**src/rtl/riscv_ctrl_pkg.sv**
```systemverilog
// riscv_ctrl_pkg: shared encodings for the multicycle RV32I-subset control unit.
//   - state_e    : controller FSM states
//   - alu_op_e   : coarse ALU operation chosen by the FSM (add / sub / funct)
//   - opcode, ALUControl and ImmSrc localparams
//   - imm_src_of : immediate-format decode from the opcode
package riscv_ctrl_pkg;

    typedef enum logic [3:0] {
        StFetch,
        StDecode,
        StMemAdr,
        StMemRead,
        StMemWb,
        StMemWrite,
        StExecuteR,
        StExecuteI,
        StAluWb,
        StBeq,
        StJal
    } state_e;

    typedef enum logic [1:0] {
        AluOpAdd,
        AluOpSub,
        AluOpFunct
    } alu_op_e;

    localparam logic [6:0] OpLoad   = 7'b0000011;
    localparam logic [6:0] OpStore  = 7'b0100011;
    localparam logic [6:0] OpRType  = 7'b0110011;
    localparam logic [6:0] OpIAlu   = 7'b0010011;
    localparam logic [6:0] OpJal    = 7'b1101111;
    localparam logic [6:0] OpBranch = 7'b1100011;

    localparam logic [2:0] AluAdd = 3'b000;
    localparam logic [2:0] AluSub = 3'b001;
    localparam logic [2:0] AluAnd = 3'b010;
    localparam logic [2:0] AluOr  = 3'b011;
    localparam logic [2:0] AluSlt = 3'b101;

    localparam logic [1:0] ImmI = 2'b00;
    localparam logic [1:0] ImmS = 2'b01;
    localparam logic [1:0] ImmB = 2'b10;
    localparam logic [1:0] ImmJ = 2'b11;

    function automatic logic [1:0] imm_src_of(input logic [6:0] op);
        case (op)
            OpStore:  return ImmS;
            OpBranch: return ImmB;
            OpJal:    return ImmJ;
            default:  return ImmI;
        endcase
    endfunction

endpackage

```
**src/rtl/alu_decoder.sv**
```systemverilog
// alu_decoder: maps the FSM's coarse ALU operation plus instruction fields to the
// 3-bit ALUControl code of the shared ALU. Purely combinational.
// Ports:
//   alu_op      in  coarse operation (add / sub / funct)
//   funct3      in  instruction bits [14:12]
//   op5         in  opcode bit 5 (1 = R-type, distinguishes sub from addi)
//   funct7b5    in  instruction bit 30
//   alu_control out ALU operation code
module alu_decoder
    import riscv_ctrl_pkg::*;
(
    input  alu_op_e    alu_op,
    input  logic [2:0] funct3,
    input  logic       op5,
    input  logic       funct7b5,
    output logic [2:0] alu_control
);

    always_comb begin
        alu_control = AluAdd;
        unique case (alu_op)
            AluOpAdd: alu_control = AluAdd;
            AluOpSub: alu_control = AluSub;
            AluOpFunct: begin
                case (funct3)
                    // addi has no funct7, so bit 30 is immediate data unless op5 marks R-type
                    3'b000:  alu_control = (op5 && funct7b5) ? AluSub : AluAdd;
                    3'b010:  alu_control = AluSlt;
                    3'b110:  alu_control = AluOr;
                    3'b111:  alu_control = AluAnd;
                    default: alu_control = AluAdd;
                endcase
            end
            default: alu_control = AluAdd;
        endcase
    end

endmodule

```
**src/rtl/multicycle_controller.sv**
```systemverilog
// multicycle_controller: control unit of the multicycle RV32I-subset core. Sequences
// each instruction through fetch/decode/execute/memory/writeback and drives the
// datapath selects, write enables and ALUControl every cycle.
// Optional feature macro: CTRL_BNE_EN (adds bne; other branch funct3 values illegal).
// Ports:
//   clk, reset             clock, synchronous active-high reset
//   op, funct3, funct7b5   instruction fields from the IR
//   Zero                   ALU zero flag
//   PCWrite, AdrSrc, MemWrite, IRWrite, ResultSrc, ALUSrcA, ALUSrcB,
//   ALUControl, RegWrite, ImmSrc   datapath controls
//   illegal_instr          one-cycle pulse in DECODE for an unsupported instruction
module multicycle_controller
    import riscv_ctrl_pkg::*;
(
    input  logic       clk,
    input  logic       reset,
    input  logic [6:0] op,
    input  logic [2:0] funct3,
    input  logic       funct7b5,
    input  logic       Zero,
    output logic       PCWrite,
    output logic       AdrSrc,
    output logic       MemWrite,
    output logic       IRWrite,
    output logic [1:0] ResultSrc,
    output logic [1:0] ALUSrcA,
    output logic [1:0] ALUSrcB,
    output logic [2:0] ALUControl,
    output logic       RegWrite,
    output logic [1:0] ImmSrc,
    output logic       illegal_instr
);

    state_e  state_q, state_d;
    alu_op_e alu_op;
    logic    pc_update, branch, branch_cond, branch_ok;
    logic    mem_write, ir_write, reg_write, illegal;

`ifdef CTRL_BNE_EN
    assign branch_ok   = (funct3 == 3'b000) || (funct3 == 3'b001);
    assign branch_cond = (funct3 == 3'b001) ? ~Zero : Zero;
`else
    assign branch_ok   = 1'b1;
    assign branch_cond = Zero;
`endif

    always_ff @(posedge clk) begin
        if (reset) begin
            state_q <= StFetch;
        end else begin
            state_q <= state_d;
        end
    end

    always_comb begin
        state_d   = state_q;
        alu_op    = AluOpAdd;
        pc_update = 1'b0;
        branch    = 1'b0;
        AdrSrc    = 1'b0;
        mem_write = 1'b0;
        ir_write  = 1'b0;
        reg_write = 1'b0;
        illegal   = 1'b0;
        ResultSrc = 2'b00;
        ALUSrcA   = 2'b00;
        ALUSrcB   = 2'b00;
        unique case (state_q)
            StFetch: begin
                ir_write  = 1'b1;
                ALUSrcB   = 2'b10;
                ResultSrc = 2'b10;
                pc_update = 1'b1;
                state_d   = StDecode;
            end
            StDecode: begin
                // Branch target computed now from OldPC + imm, latched in ALUOut
                ALUSrcA = 2'b01;
                ALUSrcB = 2'b01;
                case (op)
                    OpLoad, OpStore: state_d = StMemAdr;
                    OpRType:         state_d = StExecuteR;
                    OpIAlu:          state_d = StExecuteI;
                    OpJal:           state_d = StJal;
                    OpBranch: begin
                        if (branch_ok) begin
                            state_d = StBeq;
                        end else begin
                            illegal = 1'b1;
                            state_d = StFetch;
                        end
                    end
                    default: begin
                        illegal = 1'b1;
                        state_d = StFetch;
                    end
                endcase
            end
            StMemAdr: begin
                ALUSrcA = 2'b10;
                ALUSrcB = 2'b01;
                state_d = (op == OpStore) ? StMemWrite : StMemRead;
            end
            StMemRead: begin
                AdrSrc  = 1'b1;
                state_d = StMemWb;
            end
            StMemWb: begin
                ResultSrc = 2'b01;
                reg_write = 1'b1;
                state_d   = StFetch;
            end
            StMemWrite: begin
                AdrSrc    = 1'b1;
                mem_write = 1'b1;
                state_d   = StFetch;
            end
            StExecuteR: begin
                ALUSrcA = 2'b10;
                alu_op  = AluOpFunct;
                state_d = StAluWb;
            end
            StExecuteI: begin
                ALUSrcA = 2'b10;
                ALUSrcB = 2'b01;
                alu_op  = AluOpFunct;
                state_d = StAluWb;
            end
            StAluWb: begin
                reg_write = 1'b1;
                state_d   = StFetch;
            end
            StBeq: begin
                ALUSrcA = 2'b10;
                alu_op  = AluOpSub;
                branch  = 1'b1;
                state_d = StFetch;
            end
            StJal: begin
                // ALUResult = OldPC + 4 is the link value; PC takes the target from ALUOut
                ALUSrcA   = 2'b01;
                ALUSrcB   = 2'b10;
                pc_update = 1'b1;
                state_d   = StAluWb;
            end
            default: state_d = StFetch;
        endcase
    end

    // Architectural writes are suppressed while reset is high so an abandoned
    // instruction leaves no trace.
    assign PCWrite       = ~reset & (pc_update | (branch & branch_cond));
    assign MemWrite      = ~reset & mem_write;
    assign IRWrite       = ~reset & ir_write;
    assign RegWrite      = ~reset & reg_write;
    assign illegal_instr = ~reset & illegal;
    assign ImmSrc        = imm_src_of(op);

    alu_decoder u_alu_decoder (
        .alu_op      (alu_op),
        .funct3      (funct3),
        .op5         (op[5]),
        .funct7b5    (funct7b5),
        .alu_control (ALUControl)
    );

endmodule
```
**config.mk**
```make
export PLATFORM = sky130hd
export DESIGN_NAME = multicycle_controller
export DESIGN_NICKNAME = d
export VERILOG_FILES = /design/src/rtl/riscv_ctrl_pkg.sv /design/src/rtl/alu_decoder.sv /design/src/rtl/multicycle_controller.sv
export SDC_FILE = /design/constraint.sdc
export NUM_CORES = 1
export LEC_CHECK = 0
export ABC_CLOCK_PERIOD_IN_PS = 3400
export CAP_MARGIN = 0
export CORE_MARGIN = 1
export CORE_UTILIZATION = 35
export CTS_CLUSTER_DIAMETER = 80
export DETAILED_ROUTE_END_ITERATION = 8
export PLACE_DENSITY = 0.74
export SLEW_MARGIN = 20
export SYNTH_ARGS = -nofsm -noshare
export SYNTH_HDL_FRONTEND = slang
export SYNTH_SLANG_ARGS = --single-unit
```
**constraint.sdc**
```tcl
create_clock -name clk -period 3.4 [get_ports clk]
set_clock_uncertainty 0.05 [all_clocks]
set_input_delay 0.68 -clock clk [delete_from_list [all_inputs] [get_ports clk]]
set_output_delay 0.68 -clock clk [all_outputs]
set_load 0.01 [all_outputs]
```
==> summary.md <==
| Metric | Value |
|---|---|
| Fmax | between 300 and 400 MHz |
| Mux share of post-synthesis cell area | 0% |
| Minimum clock period | 3.20 ns |
| Pwr/cell area | around 200 nW/um^2 |
| PortBufs | 30 |
| Slew Viols, Final | 0 |
| Wirelength, routed | about 1500 um |
| Post-DR vias/cell | 5.58 |
| Clock slew at reported path FFs | 0.03 ns |
| Post-synth top area share | between 10 and 15% |
| Slew @ Worst Pin | roughly 0.52 ns |
| Req. time, crit path | 2.67 ns |
| Post-synth EDFFs | 0 |
| First drt pass iteration count | 4 |
| Clk_lat worst skew | 0.24 ns |
| Num ports | 31 |
| Compound-Gate Fraction of Synth Area | roughly 25% |
| # nets final | 130 |
| Worst-path fanout max | 4 |
| Root Driver | clkbuf_4 |
| Adder-cell share of the synthesized area | under 10% |
| Synth unique cells | 32 |
| Post-Synth XOR/XNOR Area | between 6 and 7% |
| Number of global-route vias before repair | approximately 600 |
| Min-delay worst type | register to register |
| Top Registers | state_q: 4 flops |
| RSZ-0062 raised after global routing | no |
| CTS tree | yes |
| CTS Buf Count | 3 |
| Largest cells by area after synthesis | dfxtp_1, a21oi_1, nor3_1, nor2_1, xnor2_1 |
| Antenna-violating nets left | 0 |
| Count of hold buffers inserted by post-cts repair | 0 |
| Post-synth net total | 96 |
| DRC Markers | 0 |
| Die area | between 1500 and 2000 um^2 |
| Half-perimeter wire length after placement | approximately 1100 um |
| Inst Count DP | 124 |
| Initial antenna violation count | 0 |
| Register bit total from synthesis | 4 |
| Power Total | 179 uW |
| Post-route setup slack | 0.205 ns |
| Share of layout cells above drive strength 1 | between 10% and 20% |
| Ant diodes | 0 |
| Area growth, synth to finish | 63.7% |
| Layout Cells excl Fill | roughly 130 |
| Post-CTS Setup Bufs | 0 |
| Pre-CTS worst setup slack | around 0.26 ns |
| Setup violations, final | 0 |
| CP Launch Type | input pin |
| Sequential cell area fraction in the yosys report | ~15% |
| Crit end category | output pin |
| Max reg flops | 4 |
| CP Class | input pin to output pin |
| First-pass GRT wire length | between 2000 and 3000 um |
| Simple-Gate Fraction of Synth Area | a little over two fifths |
| Worst slew margin | between 60 and 70% |
| Hold Fails Final Rpt | 0 |
| WL/cell | 12.1 um |
| Gate Count Post-Synth | 80 |
| Top reg by flops | state_q |
| Routability cong. | a little under 0.8 |
| Iteration-0 DRC Markers | 16 |
| Max IR drop VDD | 0.000162 V |
| Largest net degree at the start of global routing | 17 |
| DIE WIDTH | between 40 and 50 um |
| Yosys warns | 0 |
| Post-CTS sizing | 0 |
| Post-Syn Area | around 550 um^2 |
| Overall Global Routing Usage | 18.1% |
| Detailed-route via count | between 700 and 800 |
| Average size of a mapped cell | about 6.9 um^2 |
| # Max-Cap Violations | 0 |
| Top FF cell, synth | dfxtp_1 |
| Main combinational cell family by area after synthesis | simple AND/OR/NAND/NOR gates |
| Clk sinks | 4 |
| Static Leak | 0.000344 uW |
| Async SR Flop Fraction | 0% |
| Htree depth | 1 |
| Status | finished clean |
| Clock Path Buffers | 2 |
| Initial Util | ~40% |
| Core region area | about 1400 um^2 |
| Total gr overflow | 0 |
| Count leader, synth | nor2_1 |
| Post-synth top area cell | dfxtp_1 |
| Fin crit share | a little over nine tenths |
| Die height | 41.6 um |
| Arr. time, crit path | between 2 and 2.5 ns |
| TNS Setup | 0 ns |
| Num rows | 13 |
| Top post-synthesis cells by count | nor2_1, a21oi_1, nor3_1 |
==> final timing paths <==
kind	startpoint	end	slack, ns	depth (start not counted)
hold / removal	state_q[0]$_SDFF_PP0_	state_q[0]$_SDFF_PP0_	0.61	2
hold reg to reg	state_q[0]$_SDFF_PP0_	state_q[0]$_SDFF_PP0_	0.61	2
setup / recovery	op[5]	illegal_instr	0.20	6
setup reg to reg	state_q[1]$_SDFF_PP0_	state_q[3]$_SDFF_PP0_	1.88	3
==> stage by stage <==
step | util (%) | hold WS, ns | area (um^2)
2_1_floorplan | - | 0.498 | 548
3_3_place_gp | 63.3 | 0.564 | 875
3_5_place_dp | 63.3 | 0.604 | 875
4_1_cts | 64.9 | 0.608 | 897
5_1_grt | 64.9 | 0.649 | 897
6_report | 64.9 | 0.608 | 897
==> worst max-delay path: stages <==
cell and delay, ns:
clkdlybuf4s50_1 0.52, or2b_1 0.28, a211oi_1 0.29, o211a_1 0.18, nor3_1 0.05, clkdlybuf4s50_1 0.48
==> kinds of logic (layout without fill, tap and decap cells) <==
| group | after synthesis | in the layout |
|---|---|---|
| compound gates | 20 | 20 |
| xor+xnor | 4 | 4 |
| fa+ha+maj | 2 | 2 |
| buf+inv | 8 | 40 |
| flops | 4 | 4 |
| simple gates | 42 | 42 |
==> cell type report <==
class	instances	area, um^2
timing repair buffer	33	323
fill	117	485
multi-input combinational	68	438
sequential	4	80.1
tap	15	18.8
inverter	4	15.0
clock buffer	3	22.5
==> metal layers <==
layer	up-vias	global-route usage, %	share of wire (%)
li1	364	-	-
met1	323	24.9	48
met2	22	29.1	48
met3	0	2.61	3.9
met4	0	5.81	0
met5	-	0	0
==> power breakdown <==
| group | internal [uW] | total [uW] | leakage, uW | switching (uW) |
|---|---|---|---|---|
| sequential | 48.3 | 49.8 | 0.0000326 | 1.48 |
| combinational | 39.7 | 69.5 | 0.000298 | 29.8 |
| clock | 39.5 | 59.5 | 0.0000138 | 20.0 |
| total | 128 | 179 | 0.000344 | 51.3 |
==> placed cells by master (no fill, tap or decap), drive strengths merged <==
cell / count
a2111oi: 1
nand2: 4
nand4: 3
clkdlybuf4s50: 30
a22o: 2
buf: 3
xnor2: 3
nand2b: 3
o211a: 1
or4: 1
or3: 2
nor3: 7
dfxtp: 4
clkbuf: 3
ha: 2
nor4: 3
inv: 4
xor2: 1
o21ai: 3
a21oi: 8
a211oi: 2
nor2b: 5
nand3: 2
a31oi: 1
or2b: 1
a221oi: 1
nand3b: 1
nor2: 9
nor3b: 1
a31o: 1
Note: power is estimated with default switching activity, not from simulation.
